[src/rtl/mono_note_stack.sv]
// mono_note_stack
//   Last-note-priority key tracker. Holds up to DEPTH pressed keys in press
//   order and presents the newest one to the voice path. Releasing the top
//   key falls back to the previously held key. The gate drops only when no
//   key is held.
//
//   Every strobe is first captured in a one-entry pending latch. The FSM
//   then takes the event through MATCH (parallel key compare) and APPLY
//   (stack update). Outputs change three edges after the strobe.
//
// Ports
//   clk        system clock
//   rst        synchronous reset, active-high
//   note_on    one-cycle Note On strobe
//   note_off   one-cycle Note Off strobe
//   note       key number qualifying the strobe
//   velocity   velocity qualifying the strobe (0 on note_on means release)
//   gate       high while at least one key is held
//   last_note  key of the top-of-stack entry
//   last_vel   velocity of the top-of-stack entry
//   retrig     one-cycle pulse when a new key becomes top
//   count      number of held keys (0..DEPTH)
//   busy       event in progress
//   err        sticky, an event was lost (overrun or simultaneous strobes)
//
// States
//   IDLE  | waiting for an event in the pending latch
//   MATCH | compare the event key against all held keys
//   APPLY | update stack, count and outputs

module mono_note_stack #(
    parameter int DEPTH              = 8,
    parameter bit RETRIG_ON_FALLBACK = 1'b0
) (
    input  logic       clk,
    input  logic       rst,
    input  logic       note_on,
    input  logic       note_off,
    input  logic [6:0] note,
    input  logic [6:0] velocity,
    output logic       gate,
    output logic [6:0] last_note,
    output logic [6:0] last_vel,
    output logic       retrig,
    output logic [4:0] count,
    output logic       busy,
    output logic       err
);

    localparam int IW = (DEPTH > 1) ? $clog2(DEPTH) : 1;

    typedef enum logic [1:0] {
        IDLE  = 2'd0,
        MATCH = 2'd1,
        APPLY = 2'd2
    } state_t;

    state_t state, state_nxt;

    logic [6:0]    stk_note [DEPTH];
    logic [6:0]    stk_vel  [DEPTH];
    logic [6:0]    nxt_note [DEPTH];
    logic [6:0]    nxt_vel  [DEPTH];

    logic          pend_valid;
    logic          pend_rel;
    logic [6:0]    pend_note;
    logic [6:0]    pend_vel;

    logic          ev_rel;
    logic [6:0]    ev_note;
    logic [6:0]    ev_vel;

    logic          hit;
    logic [IW-1:0] hit_idx;
    logic          m_hit;
    logic [IW-1:0] m_idx;

    logic          take_pend;
    logic          any_strobe;
    logic          in_rel;

    logic          a_remove;
    logic          a_push;
    logic [IW-1:0] a_r;
    logic [4:0]    a_cnt;
    logic [IW-1:0] a_top;
    logic          a_was_top;

    assign any_strobe = note_on | note_off;
    // A simultaneous on/off pair is treated as a release.
    assign in_rel     = note_off | (note_on & (velocity == 7'd0));
    assign busy       = (state != IDLE);

    always_ff @(posedge clk) begin
        if (rst) begin
            state <= IDLE;
        end else begin
            state <= state_nxt;
        end
    end

    always_comb begin
        state_nxt = state;
        take_pend = 1'b0;
        unique case (state)
            IDLE: begin
                if (pend_valid) begin
                    take_pend = 1'b1;
                    state_nxt = MATCH;
                end
            end
            MATCH: begin
                state_nxt = APPLY;
            end
            APPLY: begin
                // Back-to-back service: skip IDLE entirely.
                if (pend_valid) begin
                    take_pend = 1'b1;
                    state_nxt = MATCH;
                end else begin
                    state_nxt = IDLE;
                end
            end
            default: begin
                state_nxt = IDLE;
            end
        endcase
    end

    // Lowest matching index wins; the loop runs top-down so the last
    // assignment is the bottom-most hit.
    always_comb begin
        m_hit = 1'b0;
        m_idx = '0;
        for (int i = DEPTH - 1; i >= 0; i--) begin
            if ((5'(i) < count) && (stk_note[i] == ev_note)) begin
                m_hit = 1'b1;
                m_idx = IW'(i);
            end
        end
    end

    // Stack update: optionally remove one entry (shift everything above it
    // down), then optionally write the event at the new top.
    always_comb begin
        a_remove = 1'b0;
        a_push   = 1'b0;
        a_r      = '0;
        a_cnt    = count;
        if (!ev_rel) begin
            a_push = 1'b1;
            if (hit) begin
                a_remove = 1'b1;
                a_r      = hit_idx;
            end else if (count == 5'(DEPTH)) begin
                a_remove = 1'b1;
                a_r      = '0;
            end else begin
                a_cnt = count + 5'd1;
            end
        end else if (hit) begin
            a_remove = 1'b1;
            a_r      = hit_idx;
            a_cnt    = count - 5'd1;
        end
        a_top     = IW'(a_cnt - 5'd1);
        a_was_top = hit && (hit_idx == IW'(count - 5'd1));

        for (int i = 0; i < DEPTH; i++) begin
            nxt_note[i] = stk_note[i];
            nxt_vel[i]  = stk_vel[i];
        end
        if (a_remove) begin
            for (int i = 0; i < DEPTH - 1; i++) begin
                if (IW'(i) >= a_r) begin
                    nxt_note[i] = stk_note[i+1];
                    nxt_vel[i]  = stk_vel[i+1];
                end
            end
        end
        if (a_push) begin
            nxt_note[a_top] = ev_note;
            nxt_vel[a_top]  = ev_vel;
        end
    end

    always_ff @(posedge clk) begin
        if (rst) begin
            for (int i = 0; i < DEPTH; i++) begin
                stk_note[i] <= '0;
                stk_vel[i]  <= '0;
            end
            pend_valid <= 1'b0;
            pend_rel   <= 1'b0;
            pend_note  <= '0;
            pend_vel   <= '0;
            ev_rel     <= 1'b0;
            ev_note    <= '0;
            ev_vel     <= '0;
            hit        <= 1'b0;
            hit_idx    <= '0;
            gate       <= 1'b0;
            last_note  <= '0;
            last_vel   <= '0;
            retrig     <= 1'b0;
            count      <= '0;
            err        <= 1'b0;
        end else begin
            retrig <= 1'b0;

            if (take_pend) begin
                pend_valid <= 1'b0;
                ev_rel     <= pend_rel;
                ev_note    <= pend_note;
                ev_vel     <= pend_vel;
            end
            // The latch frees up on the same edge it is consumed, so a new
            // strobe may refill it then.
            if (any_strobe) begin
                if (!pend_valid || take_pend) begin
                    pend_valid <= 1'b1;
                    pend_rel   <= in_rel;
                    pend_note  <= note;
                    pend_vel   <= velocity;
                end else begin
                    err <= 1'b1;
                end
                if (note_on && note_off) begin
                    err <= 1'b1;
                end
            end

            if (state == MATCH) begin
                hit     <= m_hit;
                hit_idx <= m_idx;
            end

            if (state == APPLY) begin
                for (int i = 0; i < DEPTH; i++) begin
                    stk_note[i] <= nxt_note[i];
                    stk_vel[i]  <= nxt_vel[i];
                end
                count <= a_cnt;
                gate  <= (a_cnt != 5'd0);
                if (a_push) begin
                    last_note <= ev_note;
                    last_vel  <= ev_vel;
                    retrig    <= 1'b1;
                end else if (a_was_top && (a_cnt != 5'd0)) begin
                    // Fallback to the key underneath; on empty the last
                    // pitch is held for the release phase.
                    last_note <= nxt_note[a_top];
                    last_vel  <= nxt_vel[a_top];
                    retrig    <= RETRIG_ON_FALLBACK;
                end
            end
        end
    end

endmodule

[config.mk]
export PLATFORM = sky130hd
export DESIGN_NAME = mono_note_stack
export DESIGN_NICKNAME = d
export VERILOG_FILES = /design/src/rtl/mono_note_stack.sv
export SDC_FILE = /design/constraint.sdc
export NUM_CORES = 1
export LEC_CHECK = 0
export BUFFER_PORTS_ARGS = -buffer_cell sky130_fd_sc_hd__buf_2
export CORE_UTILIZATION = 50
export DETAILED_ROUTE_END_ITERATION = 6
export MAX_ROUTING_LAYER = met4
export PLACE_DENSITY = 0.74
export SLEW_MARGIN = 20
export SYNTH_ARGS = -nofsm -noshare
export SYNTH_HDL_FRONTEND = slang
export SYNTH_SLANG_ARGS = --single-unit
[constraint.sdc]
create_clock -name clk -period 13.4 [get_ports clk]
set_input_delay 2.68 -clock clk [delete_from_list [all_inputs] [get_ports clk]]
set_output_delay 2.68 -clock clk [all_outputs]
set_load 0.05 [all_outputs]
======== Word level (Yosys, flattened, before mapping) ========
Memory sizes are Yosys's and may differ from the RTL's.
Index checks and enable logic that the tools add are counted.
storage, ports and cells
  register bits after elaboration ......... 59
  bits in writable memories ............... 112
  output and inout port bits .............. 23
  logic and storage cells ................. 186
  bits of input ports ..................... 18
  memories kept ........................... 2
cells by class
  equal/unequal tests ..................... 15
  bitwise logic cells ..................... 21
  $lt $le $gt $ge ......................... 17
  $add $sub $neg .......................... 3
  reduce and logical (&&, ||, !) cells .... 23
  muxes and demuxes ....................... 89
memories
  memory    words  bits a word  read ports  clocked after memory_dff  write ports  RTL line  source
  stk_note  8      7            8           0                         8            60        logic [6:0] stk_note [DEPTH];
  stk_vel   8      7            8           0                         8            61        logic [6:0] stk_vel [DEPTH];
operators with widths
  kind                                                               count
  2-to-1 mux 7 bit                                                   39
  bitwise mux 56 bit                                                 2
  2-to-1 mux 56 bit                                                  2
  2-to-1 mux 49 bit                                                  2
  equality test 7 bit                                                8
  binary-select mux 7 bit (select 3 bit)                             2
  2-to-1 mux 3 bit                                                   9
  2-to-1 mux 1 bit                                                   26
  demux 7 bit (select 3 bit)                                         1
  less-than comparator 3 x 5 -> 1 bit (first input constant)         4
  2-to-1 mux 5 bit                                                   4
  OR 1 bit                                                           18
  logical AND 1 bit                                                  12
  less-than comparator 1 x 5 -> 1 bit (first input constant)         2
  less-than comparator 2 x 5 -> 1 bit (first input constant)         2
  greater-or-equal comparator 3 bit (first input constant)           3
  logical NOT 7 bit                                                  1
  greater-or-equal comparator 1 x 3 -> 1 bit (first input constant)  2
  greater-or-equal comparator 2 x 3 -> 1 bit (first input constant)  2
  case mux 2 bit (3 select lines)                                    1
  AND reduction 2 bit                                                3
  adder 5 x 1 -> 5 bit (second input constant)                       1
  equality test 5 x 4 -> 1 bit (second input constant)               1
  nonzero test 5 bit                                                 1
  other kinds (18)                                                   20

======== Logic depth before layout (Yosys ltp) ========
  depth in word-level cells ............... 17
  mapped depth ............................ 19

======== Worst setup path after synthesis ========
OpenSTA, ideal clock, no wires.
  path kind ............................... input -> register
  start point ............................. input rst
  end point ............................... memory stk_note[0][0], enable pin
  path slack .............................. 7.238 ns
  setup time .............................. 0.490 ns
  path buffers ............................ 1
  arrival time ............................ 5.672 ns
  cell stages on the path ................. 2
  cell sequence ........................... clkbuf_1 nand2b_1
RTL lines
  what             RTL line  source
  start, declared  36        input logic rst,
  end, declared    60

======== Worst setup path in the final report ========
  start point ............................. register count[0]
  end point ............................... register last_note[2]
between the ends
  word-level cells in the longest chain between the ends .. 17
  elaborated cells between the ends (all ways) .. 31
RTL lines
  what                                                                                                                   RTL line  source
  start, declared                                                                                                        45        output logic [4:0] count,
  start signal, assigned                                                                                                 244       count <= a_cnt;
  adder 5 x 1 -> 5 bit / equality test 5 x 4 -> 1 bit (equally long branches)                                            160, 156
  2-to-1 mux 5 bit                                                                                                       156       end else if (count == 5'(DEPTH)) begin
  2-to-1 mux 5 bit                                                                                                       153       if (hit) begin
  2-to-1 mux 5 bit                                                                                                       151       if (!ev_rel) begin
  subtractor 3 x 1 -> 3 bit                                                                                              167       a_top = IW'(a_cnt - 5'd1);
  inverter 3 -> 4 bit (implied by the code)                                                                              183, 253
  greater-or-equal comparator 4 bit (implied by the code) / less-than comparator 4 x 1 -> 1 bit (equally long branches)  183       nxt_note[a_top] = ev_note;
  logical AND 1 bit (implied by the code)                                                                                183
  2-to-1 mux 7 bit (implied by the code)                                                                                 183
  demux 7 bit (select 3 bit)                                                                                             183
  bitwise mux 56 bit                                                                                                     183
  2-to-1 mux 56 bit                                                                                                      182       if (a_push) begin
  binary-select mux 7 bit (select 3 bit)                                                                                 253       last_note <= nxt_note[a_top];
  2-to-1 mux 7 bit (implied by the code) (2 in a row)                                                                    253
  2-to-1 mux 7 bit                                                                                                       250       end else if (a_was_top && (a_cnt != 5'd0)) begin
  2-to-1 mux 7 bit                                                                                                       246       if (a_push) begin
  end signal, assigned                                                                                                   247       last_note <= ev_note;
  end signal, assigned                                                                                                   253
  end, declared                                                                                                          42        output logic [6:0] last_note,
Parallel ways exist; a longest one is shown, timed or not. The select of a mux whose other input is x is not followed.
A chain may end at the register's enable or synchronous reset.

==> results.yml <==
sta:
  layout_setup_ws_ns: 7.46
  skew_ns: 0.0108
  setup_viol: 0
  max_slew.worst_pin.slew_ns: 1.09
  fin_crit_sh_pct: 44.3
  drv_slew: 0
  finalHoldViolCount: 0
  min_period_ns: 5.94
  rsz0062_at_grt: "no"
  max_clock_freq_mhz: 168
  max-slew-margin-rel_pct: 27.2
  fin_tns_setup_ns: 0
global_routing:
  grt_pass1_wl_mm: 51.3
  grt.total_usage_pct: 30.8
  antenna_found_initial: 0
  grt_max_degree: 80
  grt_overflow_total: 0
  grt_pass1_vias: 8692
routing:
  wl_per_cell_um: 22.8
  drc: 2
  num_vias: 9572
  drt_iter0_markers: 1204
  dr.pass1.iters: 7
  final_antenna_net_count: 0
  wirelength_mm: 33.2
  vias_per_cell: 6.59
floorplanning:
  rows: 54
  core_um2: 21800
  initial_utilization_pct: 50.9
  io_pins: 41
  dieWidth_um: 151
  die-area_um2: 22700
  die_y_um: 151
yosys:
  synthXorXnorAreaFrac_pct: 5.22
  syn-cell-area_um2: 11100
  syn_inst: 1188
  yosysWarningCount: 0
  syn_avg_cell_area_um2: 9.32
  synth-main-ff-cell: "edfxtp_1"
  yosysMostFrequentCell: "nor2_1"
  synth_top_family_by_area: "compound AO/OA/AOI/OAI gates"
  synth_common_cells: "161 x nor2_1, 112 x edfxtp_1, 110 x mux2i_1, 110 x nand2_1, 93 x a211oi_1"
  synth_fa_ha_area_share_pct: 0.565
  synth_top_cell_by_area: "edfxtp_1"
  syn_nets: 1211
  synth_edf_count: 112
  synth_compound_area_share_pct: 19.7
  ys_types: 82
  synth_top_area_share_pct: 30.4
  yosys-top-cells-area: "edfxtp_1 30%, dfxtp_1 11%, mux2i_1 9.9%, a211oi_1 6.3%, nor2_1 5.5%"
  async_flop_share_pct: 0
  yosys.area_share.simple_pct: 16.4
  synth-seq-cells: 171
  muxShareOfSynthArea_pct: 11.8
  ys_seq_area_share_pct: 41.1
setup_path:
  crit_path_end_kind: "flop"
  cp_top_family: "compound AO/OA/AOI/OAI gates"
  start_kind: "flop"
  max_stage_delay_ns: 0.72
  critPathBufInv: 4
  cp_data_required_time_ns: 13.73
  cp_max_fo: 30
  criticalPathCategory: "flop to flop"
  critPathSlowestCell: "dfxtp_1"
  crit_arrival_ns: 6.27
  cp_common_cell: "inv_1"
  crit_chain: "inv_1 -> ha_1 -> and4bb_1 -> o21ai_0 -> xnor2_1 -> buf_4 -> inv_1 -> ha_1 -> inv_1 -> nor2_1 -> nand3_2 -> a21o_1 -> a211oi_1 -> o41ai_1 -> o21ai_1 -> a221o_1"
place:
  place.gp.congestion: 0.969
  dp_hpwl_mm: 23.1
  dp_slack_ns: 7.33
  place_area_um2: 11300
  port_buffers: 40
clock_network:
  numCtsBuffers: 17
  clk_pin_slew_worst_paths_ns: 0.08
  cts_tree: "done"
  ctsHoldBuffers: 0
  cts_max_path_buffers: 2
  clock-sinks: 171
  ctsRootBufferMaster: "clkbuf_16"
  post_cts_buffers: 0
  clk_latency_ns: 0.44
  clock_tree.htree_level_count: 4
  cts_resized: 0
final_layout:
  multi_input_area_um2: 5970
  regArea_um2: 4540
  drive_above_1_share_pct: 13.8
  num_antenna_cells: 0
  fin_area_um2: 11900
  area_growth_pct: 7.30
  n_fill_cell: 2021
  nets: 1183
outcome:
  status: "finished with violations"
  violations: "DRC"
pwr:
  power.total_mw: 1.45
  ir_worst_vdd_uv: 96.7
  leakagePower_nw: 4.94
  powerDensity_nw_per_um2: 122
job:
  drv_cap: 0
min_path:
  min_path_type: "flop to flop"
-- path summary, 6_finish.rpt --
check / from / to / slack (ns) / depth (start not counted)
worst max-delay path: count[0] / last_note[2] / 7.46 / 16
worst min-delay path: pend_note[6] / ev_note[6] / 0.45 / 2
worst max register to register: count[0] / last_note[2] / 7.46 / 16
worst min register to register: pend_note[6] / ev_note[6] / 0.45 / 2
-- worst register-to-register path: stages, from the launching register on --
cell      delay [ns]
dfxtp_1         0.72
inv_1           0.22
ha_1            0.25
and4bb_1        0.28
o21ai_0         0.23
xnor2_1         0.14
buf_4           0.29
inv_1           0.45
ha_1            0.68
inv_1           0.36
nor2_1          0.14
nand3_2         0.25
a21o_1          0.71
a211oi_1        0.22
o41ai_1         0.43
o21ai_1         0.12
a221o_1         0.36
-- kinds of logic (layout without fill, tap and decap cells) --
| family | count (synthesis) | in the layout |
|---|---|---|
| buf+inv | 120 | 105 |
| mux | 128 | 128 |
| fa+ha+maj | 5 | 5 |
| simple gates | 394 | 394 |
| xor+xnor | 66 | 66 |
| compound gates | 304 | 304 |
| flops | 171 | 171 |
-- placed cells by master, fill, tap and decap left out, types with 4 or more instances in the layout --
cell type,n
o21ai_2,6
xor2_1,37
nand4_1,9
nor4_1,9
nand2_1,110
and2_1,5
o221ai_1,4
and3_1,7
o221a_2,6
inv_6,8
nor2_1,161
edfxtp_1,112
inv_1,9
mux2_2,18
a221o_1,6
nor2b_1,8
a21oi_1,76
o21ai_0,23
buf_4,24
o22ai_1,10
nor3_1,27
xnor2_1,29
buf_2,40
ha_1,5
a21oi_2,6
or3_1,6
mux2i_1,110
dfxtp_1,59
o31ai_1,13
a211oi_1,93
a211o_1,4
nand3_1,20
a221oi_1,6
o21ai_1,7
clkbuf_16,19
-- cell type report --
cell class,count,share of cell area (%)
clock buffer,19,4.00
clock inverter,13,1.00
inverter,9,0.284
multi-input combinational,897,50.3
sequential,171,38.3
tap,280,2.95
timing repair buffer,64,3.20
-- power breakdown --
| group | switching [mW] | leakage [nW] | internal [mW] | total [mW] |
|---|---|---|---|---|
| clock | 0.241 | 0.292 | 0.268 | 0.508 |
| sequential | 0.0300 | 1.64 | 0.593 | 0.623 |
| combinational | 0.222 | 3.01 | 0.0996 | 0.322 |
| total | 0.493 | 4.94 | 0.960 | 1.45 |
-- state kept, by name, summed over array words and instances, names as in the netlist, 2 cells and up --
register / count
ev_note: 7
ev_vel: 7
count: 5
stk_note: 56
state: 2
pend_note: 7
stk_vel: 56
hit_idx: 3
last_vel: 7
pend_vel: 7
last_note: 7
-- layer usage --
metal / part of all wire, % / track usage [%] / wire (µm) / up-vias
met4: 3.0 / 10.9 / 1010 / 0
li1: - / - / - / 4339
met3: 10 / 4.19 / 3380 / 74
met5: 0 / - / 0 / -
met1: 42 / 43.0 / 14000 / 4574
met2: 45 / 45.8 / 14800 / 585
-- per-stage QoR --
step                      instances  utilization [%]  hold WS (ns)
final                          1453             54.6         0.454
after global routing           1453             54.6         0.472
after CTS                      1453             54.5         0.456
after detailed placement       1421             51.8         0.445
after global placement         1421             51.8         0.439
after floorplan                1188                -         0.432
No activity file was read; power rests on OpenSTA's default activity.
